**src/rtl/ot_pkg.sv**
```systemverilog
// Shared definitions for the OT filter driver: geometry, widths, state encoding
// and error-flag bit positions.
package ot_pkg;

    localparam int NPIX        = 75;   // 5 wide x 15 rows, raster order
    localparam int PIX_W       = 8;    // frame pixel width
    localparam int RES_W       = 12;   // filtered result width (8.4 fixed point)
    localparam int ADDR_W      = 7;    // covers 0..NPIX-1
    localparam int TIMEOUT_DEF = 255;  // default WAIT budget before first result

    // Bit positions inside the sticky err vector
    localparam int ERR_TIMEOUT = 0;
    localparam int ERR_SHORT   = 1;

    typedef enum logic [2:0] {
        IDLE,
        SEND,
        WAIT,
        RECV,
        DONE
    } state_t;

endpackage

```
**src/rtl/ot_drv_buf.sv**
```systemverilog
// Single-write / single-registered-read storage array used for both the frame
// buffer (8-bit) and the result buffer (12-bit). Out-of-range writes are
// dropped; out-of-range or disabled reads return zero. With BYPASS set, a read
// of the entry being written in the same cycle returns the new data, otherwise
// it returns the old contents.
module ot_drv_buf #(
    parameter int DATA_W = 8,
    parameter int DEPTH  = 75,
    parameter int ADDR_W = 7,
    parameter bit BYPASS = 1'b0
) (
    input  logic              clk,
    input  logic              rst,
    input  logic              we,
    input  logic [ADDR_W-1:0] waddr,
    input  logic [DATA_W-1:0] wdata,
    input  logic              re,
    input  logic [ADDR_W-1:0] raddr,
    output logic [DATA_W-1:0] rdata
);

    logic [DATA_W-1:0] mem [DEPTH];

    // Storage write port; addresses beyond DEPTH are ignored
    // NOTE: the array has no reset on purpose so it maps onto RAM; only the read register is reset.
    always_ff @(posedge clk) begin
        if (we && (int'(waddr) < DEPTH)) begin
            mem[waddr] <= wdata;
        end
    end

    // Registered read port, zero when disabled or out of range
    always_ff @(posedge clk or posedge rst) begin
        if (rst) begin
            rdata <= '0;
        end else if (re && (int'(raddr) < DEPTH)) begin
            if (BYPASS && we && (waddr == raddr)) begin
                rdata <= wdata;
            end else begin
                rdata <= mem[raddr];
            end
        end else begin
            rdata <= '0;
        end
    end

endmodule

```
**src/rtl/ot_driver.sv**
```systemverilog
// Initiator for the OT 3x3 smoothing filter. The host loads a 75-pixel frame,
// pulses start, the frame is streamed to the filter as one gap-free burst, and
// the 75 filtered results are captured into a result buffer for read-back.
// Optional feature: define OT_DRV_CHECKSUM_EN to add a 16-bit running sum of
// the stored result beats on the checksum output.
module ot_driver
    import ot_pkg::*;
#(
    parameter int TIMEOUT = TIMEOUT_DEF
) (
    input  logic        clk,
    input  logic        rst,
    input  logic        wr_en,
    input  logic [6:0]  wr_addr,
    input  logic [7:0]  wr_data,
    input  logic        start,
    input  logic [6:0]  rd_addr,
    output logic [11:0] rd_data,
    output logic        busy,
    output logic        done,
    output logic [1:0]  err,
    output logic        ot_in_valid,
    output logic [7:0]  ot_image_in,
    input  logic        ot_out_valid,
    input  logic [11:0] ot_image_out
`ifdef OT_DRV_CHECKSUM_EN
    ,
    output logic [15:0] checksum
`endif
);

    localparam int                TW   = $clog2(TIMEOUT + 1);
    localparam logic [TW-1:0]     TMAX = TW'(TIMEOUT);
    localparam logic [ADDR_W-1:0] LAST = ADDR_W'(NPIX - 1);
    localparam logic [ADDR_W-1:0] ONE  = ADDR_W'(1);

    state_t             state;
    logic [ADDR_W-1:0]  scnt;      // index of the beat currently on ot_image_in
    logic [ADDR_W-1:0]  rcnt;      // next result slot to fill
    logic [TW-1:0]      tcnt;      // cycles spent in WAIT
    logic               ov_q;      // filter out_valid, registered at the pins
    logic [RES_W-1:0]   od_q;      // filter image_out, registered at the pins

    logic               fb_we;
    logic               fb_re;
    logic [ADDR_W-1:0]  fb_raddr;
    logic               rb_we;

    // Buffer port control: host writes only in IDLE, frame reads run one beat
    // ahead of the output so each pixel lands on ot_image_in on time
    // NOTE: every signal gets a default at the top so no path leaves it unassigned, which would infer a latch.
    always_comb begin
        fb_we    = (state == IDLE) && wr_en;
        fb_re    = 1'b0;
        fb_raddr = '0;
        if (state == IDLE) begin
            fb_re = start;
        end else if ((state == SEND) && (scnt != LAST)) begin
            fb_re    = 1'b1;
            fb_raddr = scnt + ONE;
        end
        rb_we = ((state == WAIT) || (state == RECV)) && ov_q;
    end

    // Frame buffer: its read register drives the filter pixel input directly.
    // Bypass lets a write coincident with start reach beat 0.
    ot_drv_buf #(
        .DATA_W (PIX_W),
        .DEPTH  (NPIX),
        .ADDR_W (ADDR_W),
        .BYPASS (1'b1)
    ) u_fbuf (
        .clk   (clk),
        .rst   (rst),
        .we    (fb_we),
        .waddr (wr_addr),
        .wdata (wr_data),
        .re    (fb_re),
        .raddr (fb_raddr),
        .rdata (ot_image_in)
    );

    // Result buffer: filled from the registered filter outputs, read by the host
    ot_drv_buf #(
        .DATA_W (RES_W),
        .DEPTH  (NPIX),
        .ADDR_W (ADDR_W),
        .BYPASS (1'b0)
    ) u_rbuf (
        .clk   (clk),
        .rst   (rst),
        .we    (rb_we),
        .waddr (rcnt),
        .wdata (od_q),
        .re    (1'b1),
        .raddr (rd_addr),
        .rdata (rd_data)
    );

    // Register the filter outputs at the pins before any decision is made
    // NOTE: sequential state uses non-blocking assignments so every register samples pre-edge values.
    always_ff @(posedge clk or posedge rst) begin
        if (rst) begin
            ov_q <= 1'b0;
            od_q <= '0;
        end else begin
            ov_q <= ot_out_valid;
            od_q <= ot_image_out;
        end
    end

    // Run sequencer: send burst, wait for first result, receive, report
    always_ff @(posedge clk or posedge rst) begin
        if (rst) begin
            state       <= IDLE;
            scnt        <= '0;
            rcnt        <= '0;
            tcnt        <= '0;
            ot_in_valid <= 1'b0;
            busy        <= 1'b0;
            done        <= 1'b0;
            err         <= '0;
        end else begin
            done <= 1'b0;
            case (state)
                IDLE: begin
                    if (start) begin
                        state       <= SEND;
                        busy        <= 1'b1;
                        ot_in_valid <= 1'b1;
                        err         <= '0;
                        scnt        <= '0;
                        rcnt        <= '0;
                    end
                end
                SEND: begin
                    if (scnt == LAST) begin
                        state       <= WAIT;
                        ot_in_valid <= 1'b0;
                        tcnt        <= '0;
                    end else begin
                        scnt <= scnt + ONE;
                    end
                end
                WAIT: begin
                    if (ov_q) begin
                        rcnt  <= ONE;
                        state <= RECV;
                    end else if (tcnt == TMAX) begin
                        err[ERR_TIMEOUT] <= 1'b1;
                        done             <= 1'b1;
                        state            <= DONE;
                    end else begin
                        tcnt <= tcnt + TW'(1);
                    end
                end
                RECV: begin
                    if (ov_q) begin
                        if (rcnt == LAST) begin
                            done  <= 1'b1;
                            state <= DONE;
                        end else begin
                            rcnt <= rcnt + ONE;
                        end
                    end else begin
                        err[ERR_SHORT] <= 1'b1;
                        done           <= 1'b1;
                        state          <= DONE;
                    end
                end
                DONE: begin
                    busy  <= 1'b0;
                    state <= IDLE;
                end
                default: begin
                    state <= IDLE;
                end
            endcase
        end
    end

`ifdef OT_DRV_CHECKSUM_EN
    // Running modulo-2^16 sum of every result beat stored in the current run
    always_ff @(posedge clk or posedge rst) begin
        if (rst) begin
            checksum <= '0;
        end else if ((state == IDLE) && start) begin
            checksum <= '0;
        end else if (rb_we) begin
            checksum <= checksum + 16'(od_q);
        end
    end
`endif

endmodule

```
**config.mk**
```make
export PLATFORM = sky130hd
export DESIGN_NAME = ot_driver
export DESIGN_NICKNAME = d
export VERILOG_FILES = /design/src/rtl/ot_pkg.sv /design/src/rtl/ot_drv_buf.sv /design/src/rtl/ot_driver.sv
export SDC_FILE = /design/constraint.sdc
export NUM_CORES = 2
export LEC_CHECK = 0
export CAP_MARGIN = 0
export CELL_PAD_IN_SITES_DETAIL_PLACEMENT = 1
export CELL_PAD_IN_SITES_GLOBAL_PLACEMENT = 1
export CORE_ASPECT_RATIO = 1.5
export CORE_MARGIN = 1.5
export CORE_UTILIZATION = 43
export DETAILED_ROUTE_END_ITERATION = 10
export PLACE_DENSITY = 0.63
export SLEW_MARGIN = 15
export SYNTH_ARGS = -nofsm -noshare
export SYNTH_HDL_FRONTEND = slang
export SYNTH_SLANG_ARGS = --single-unit
```
**constraint.sdc**
```tcl
create_clock -name clk -period 5.1 [get_ports clk]
set_input_delay 0.51 -clock clk [delete_from_list [all_inputs] [get_ports clk]]
set_output_delay 0.51 -clock clk [all_outputs]
set_load 0.01 [all_outputs]
```
After elaboration in Yosys (flattened, before gate mapping):

Memories as Yosys holds them, arrays and structs flattened.
Index checks and enable logic that the tools add are counted.

* memories: 2
* input bits: 39
* RAM bits: 1500
* register bits after elaboration: 63

Memory list
* u_rbuf.mem: words 75, width 12, read ports 1, clocked after Yosys merged registers in 0, write ports 1, RTL line ot_drv_buf.sv:22 `logic [DATA_W-1:0] mem [DEPTH];`
* u_fbuf.mem: words 75, width 8, read ports 1, clocked after Yosys merged registers in 0, write ports 1, RTL line ot_drv_buf.sv:22

* $lt $le $gt $ge: 4
* mux-type cells: 44
* reductions and logical operators: 23
* $add $sub $neg: 3
* equality and inequality tests: 21

Operators by type and width (count)
* 7-bit 2-to-1 mux: 7
* 8-bit 2-to-1 mux: 5
* 7-bit < comparator (second input constant): 4
* 7-bit case mux with 3 select lines: 1
* 3-bit 2-to-1 mux: 6
* 2-bit inequality test (second input constant): 8
* 8-bit case mux with 2 select lines: 1
* 1-bit 2-to-1 mux: 15
* 7-bit by 1-bit adder with 7-bit output (second input constant): 2
* 7-bit == test (second input constant): 2
* 7-bit case mux with 2 select lines: 1
* 12-bit 2-to-1 mux: 1
* 3-bit case mux with 4 select lines: 1
* 4-bit AND reduction: 3
* 1-bit case mux with 2 select lines: 5
* 2-bit nonzero test: 5
* 3-bit AND reduction: 3
* 8-bit by 1-bit adder with 8-bit output (second input constant): 1
* 8-bit == test (second input constant): 1
* 7-bit == test: 1
* 1-bit logical AND: 7
* 7-bit inequality test (second input constant): 1
* 3-bit by 2-bit == test with 1-bit output (second input constant): 2
* 3-bit by 2-bit inequality test with 1-bit output (second input constant): 2
* 9 further kinds: 10

Depth between registers and ports, before layout:

* depth after elaboration: 8
* mapped depth: 16
* depth with buffers taken out: 10

Hierarchy:

From an unflattened synthesis, not the netlist that was laid out.

* cell total of the unflattened synthesis: 3120
* area total of the unflattened synthesis: 61587.8 um^2

Modules (own cells, without submodules)
* ot_drv_buf (u_rbuf): sequential area each 27326.2 um^2, cells an instance 1666, instances 1, area an instance 35337.6 um^2
* ot_drv_buf (u_fbuf): sequential area each 18217.5 um^2, cells an instance 1271, instances 1, area an instance 24235.7 um^2
* ot_driver: sequential area each 1076.0 um^2, cells an instance 183, instances 1, area an instance 2014.4 um^2

Least setup slack after synthesis:

OpenSTA, ideal clock, no wires.

* kind: register -> register
* start: reg scnt[0]
* end: reg u_fbuf.rdata[2]
* buffers on the path: 2
* data arrival time: 3.414 ns
* library setup time: 0.082 ns
* period minus slack after synthesis: 3.496 ns
* data required time: 5.018 ns
* stages on the path, launching flop included: 12
* slack: 1.604 ns
* cell sequence: dfrtp_1 clkbuf_1 inv_1 clkbuf_1 ha_1 or4b_1 a211oi_2 a22o_1 nor3_1 or4_1 a211o_1 a31oi_1

* word-level cells in the longest chain between the ends: 8

RTL lines
* from (decl): RTL line ot_driver.sv:38 `logic [ADDR_W-1:0] scnt;`
* from (signal assigned): RTL line ot_driver.sv:142 `scnt <= scnt + ONE;`
* branches (longest 7 deep; another with memory read 75 x 8 bit)
* 8-bit 2-to-1 mux *: RTL line ot_drv_buf.sv:36 `end else if (re && (int'(raddr) < DEPTH)) begin`
* to (signal assigned): RTL line ot_drv_buf.sv:38 `rdata <= wdata;`
* to (signal assigned): RTL line ot_drv_buf.sv:40 `rdata <= mem[raddr];`
* to (decl): RTL line ot_drv_buf.sv:19 `output logic [DATA_W-1:0] rdata`

Every way passes the cells marked *.
A chain may end at the register's enable or synchronous reset.

Final worst setup path:

* start: reg scnt[0]
* end: reg u_fbuf.rdata[3]

The elaborated chain is that of the path after synthesis.

==> summary by stage <==
Worst setup path
Walking the worst path, the cells encountered are buf_4 > and3_1 > xor2_2 > nand3_1 > buf_4 > a221oi_1 > a22oi_1 > o2111ai_1 > a211o_1 > a31oi_1. The setup path with the least slack is of type register to register. In this run the critical register-to-register path is captured at u_fbuf.rdata[3]. Counting both buffers and inverters, the worst setup path holds a total of 2. By instance count, the cell type seen most on the critical path is sky130_fd_sc_hd__buf_4. The largest fanout of any net on the critical path is 44.

The number of cells on the worst reg-to-reg path is 10. The worst setup path is launched from a register. Setup slack on the worst reg-to-reg path comes out at 650 ps. The start of the worst register-to-register path is scnt[0].

For this design, the slowest cell found on the critical path is sky130_fd_sc_hd__xor2_2. The required time of the critical path is between 5000 and 6000 ps. The critical path endpoint category is a register.

Data on the critical path arrives at its endpoint at about 5100 ps. For this run, the slowest stage of the critical path takes between 600 and 700 ps. The family with the most delay on the worst path is compound AO/OA/AOI/OAI gates.

Floorplan
From left edge to right edge, the die measures 311 um. The initial cell density of the core is a little over two fifths. The total I/O pin count is 64. The die covers around 140000 um^2. After floorplanning, the core was sized to cover roughly 140000 um^2. The floorplan has roughly 170 rows.

The die is about 470 um tall.

Placed design
The half-perimeter wire length after placement is about 120000 um. The number of instances in the placed design is between 5000 and 6000. The count of input and output buffers is 63.

The placed instances occupy a cell area of 65000 um^2. The weighted congestion at the end of routability-driven global placement is 0.949. OpenSTA, run right after detailed placement, puts the worst setup slack at 658 ps.

Drt
The detail-routed net length per standard cell is approximately 32 um. The DRC violation total after the first TritonRoute iteration is between 2000 and 3000. The count of nets left with antenna violations once routing finished came out at 0. The final wirelength is 180000 um. The final routed DRC violation total is 0. Dividing the detail-routed via count by the number of cells gives 5.95.

The via count is between 30000 and 40000. The total iterations of the first detailed-routing run is 5.

GRT
For this run the aggregate overflow at the end of global routing stands at 0. The largest net degree at the start of global routing is 76. The initial antenna violation count is 3. The via count of the first global-routing pass is approximately 36000.

Global routing consumed, over all layers together, 25.0% of the routing resources. The wire length of the first global-routing pass is 260000 um.

Timing
Setup slack closes at roughly 650 ps. The count of final max-slew check failures came to 0. The number of hold violations in the final report is 0. The slew at the pin with the worst max-slew slack is approximately 1200 ps.

Dividing the final minimum period by the clock period gives about 87%. Setup repair after global routing left no endpoint under its margin. Setup violations remaining at the end of the flow were counted as 0. The worst pin sits at a relative slew slack of 16.4%. The setup skew after layout is between 20 and 30 ps. The tightest hold path in the finished design has a slack of between 100 and 150 ps. After routing, the total negative slack on setup checks comes to 0 ps. The maximum clock frequency is about 220 MHz.

After layout, the minimum clock period comes to about 4500 ps.

Clock network
The clock passes through at most 3 buffers. Post-CTS repair changed the size of 0 cells. CTS placed an instance of sky130_fd_sc_hd__clkbuf_16 at the clock tree root. The sink count of the clock tree is 1563. The H-tree generated during clock tree synthesis spans 4 levels. Clock-pin slew was measured on the worst setup and hold paths at ~70 ps.

The clock insertion delay at the later pin of the skew report is approximately 800 ps. The CTS tree is built. Counting the buffers created by CTS gives 152.

Min path
The critical hold path startpoint is ot_image_out[0]. The path category of the worst min-delay check is input port to register. Counting instances, the worst hold path has a depth of 1. The path with the worst hold slack has its endpoint at od_q[0].

Flow run
The count of maximum capacitance violations is 0.

Yosys
After synthesis, the cell types taking the most area are sky130_fd_sc_hd__edfxtp_1 (74%), sky130_fd_sc_hd__mux4_2 (9.7%), sky130_fd_sc_hd__dfrtp_1 (2.6%). Among all flip-flop cells after synthesis, the most frequent one is sky130_fd_sc_hd__edfxtp_1. Counting distinct cell types in the post-synthesis netlist gives 84. The sequential cell area fraction in the yosys report is 76.1%. After synthesis, the largest area contributor takes up 73.6% of total cell area. During synthesis, Yosys emitted a total of 0 warnings. The cell count after synthesis is around 3300. The flop and latch count out of synthesis is about 1600. Yosys mapped a number of flops with a built-in enable equal to 1500. Counting every net in the synthesized netlist gives between 3000 and 4000. The average footprint of a synthesized cell is 18.4 um^2. The share of async-settable or async-resettable flops after synthesis is between 4 and 5%.

sky130_fd_sc_hd__edfxtp_1 takes more of the synthesized area than any other cell. After synthesis the cells add up to between 60000 and 70000 um^2.

Layout
The total number of nets in the final design is ~3600. The area of all placed cells without fillers is 70100 um^2. Measured on the finished design, the core utilization comes to between 40% and 50%. The filler-free cell count of the finished design is 5553. The most frequent standard cell in the layout excluding fill and tap cells is sky130_fd_sc_hd__edfxtp_1.

The layout overhead on the synthesized area is 14.5%. Cells with a size suffix above 1 make up around a fifth of the layout. In the layout the commonest cells are sky130_fd_sc_hd__edfxtp_1 (1500), sky130_fd_sc_hd__mux4_2 (264), sky130_fd_sc_hd__nor2_1 (263). The filler cells instantiated in the layout total approximately 13000.

Power and ir drop
Total power for the finished layout comes to between 30 and 40 mW. The total power density per cell area is 486 nW/um^2. The worst vdd rail ir drop is around 0.00054 V.

Summed over all cells, the static leakage comes to approximately 22 nW.

Outcome
The flow ran to the end, and the final reports show no timing, DRC or antenna violations.
==> logic make-up after synthesis <==
group | synth area share (%)
xor gates and xnor gates | 0.341
AOI/OAI and AO/OA | 5.72
DFF | 76.1
buffers and inverters | 1.38
adders and majority gates | 0.102
and+or+nand+nor | 4.75
muxes | 11.6
==> synthesized netlist by cell type (all sizes together), types with 4 or more instances <==
cell type and count:
a2111oi 11, a211oi 28, a21o 8, a21oi 97
a221o 10, a221oi 79, a22o 16, a22oi 22
a311oi 9, a31oi 24, a32oi 12, and3 14
buf 90, clkbuf 104, dfrtp 63, edfxtp 1500
ha 5, inv 11, mux2 22, mux2i 89
mux4 264, nand2 235, nand3 53, nand4 23
nor2 268, nor2b 14, nor3 25, nor4 6
o2111ai 7, o211ai 10, o21ai 75, o221ai 10
o22ai 28, o311ai 5, o31ai 5, or3 4
or4 5, xnor2 10, xor2 13
==> layout make-up <==
cell class	count	area (um^2)	area share, %
Sequential cell	1563	46600	66.5
Timing Repair Buffer	255	2140	3.05
Multi-Input combinational cell	1565	13900	19.8
Antenna cell	1	2.50	0.00357
Clock inverter	94	1030	1.47
Clock buffer	183	3980	5.68
Tap cell	1881	2350	3.36
Inverter	11	42.5	0.0607
==> worst max path at each step <==
stage               slack, ps  startpoint                end  cells past startpoint
floorplan                1600     scnt[0]    u_fbuf.rdata[2]                     11
global placement          300       wr_en  u_fbuf.mem[51][2]                      7
detailed placement        660       wr_en  u_fbuf.mem[51][3]                      7
CTS                       770     scnt[0]    u_fbuf.rdata[3]                     10
global route              510     scnt[3]    u_fbuf.rdata[6]                      9
finish                    650     scnt[0]    u_fbuf.rdata[3]                     10
==> where the power goes <==
part	switching, mW	internal [mW]
Clock	4.97	6.49
Sequential	0.145	14.2
Combinational	5.88	2.43
==> layer usage <==
| metal | vias up | global-route usage, % | share of wire (%) |
|---|---|---|---|
| li1 | 14016 | - | - |
| met1 | 17548 | 28.4 | 36 |
| met2 | 1088 | 44.9 | 53 |
| met3 | 384 | 3.33 | 4.2 |
| met4 | 0 | 15.0 | 6.5 |
| met5 | - | 0 | 0 |
==> flip-flops by register name (all words and copies together), names as in the netlist <==
| name | cells |
|---|---|
| u_rbuf.rdata | 12 |
| u_fbuf.mem | 600 |
| ov_q | 1 |
| err | 2 |
| done | 1 |
| state | 3 |
| ot_in_valid | 1 |
| tcnt | 8 |
| scnt | 7 |
| rcnt | 7 |
| u_rbuf.mem | 900 |
| od_q | 12 |
| u_fbuf.rdata | 8 |
| busy | 1 |
==> what timing repair did <==
action | in CTS | in global routing
endpoints found under the setup margin | 0 | 0
endpoints found under the hold margin | 22 | 0
buffers inserted | 0 | 0
hold buffers | 1 | 0
Power figures use the tool's default switching activity.
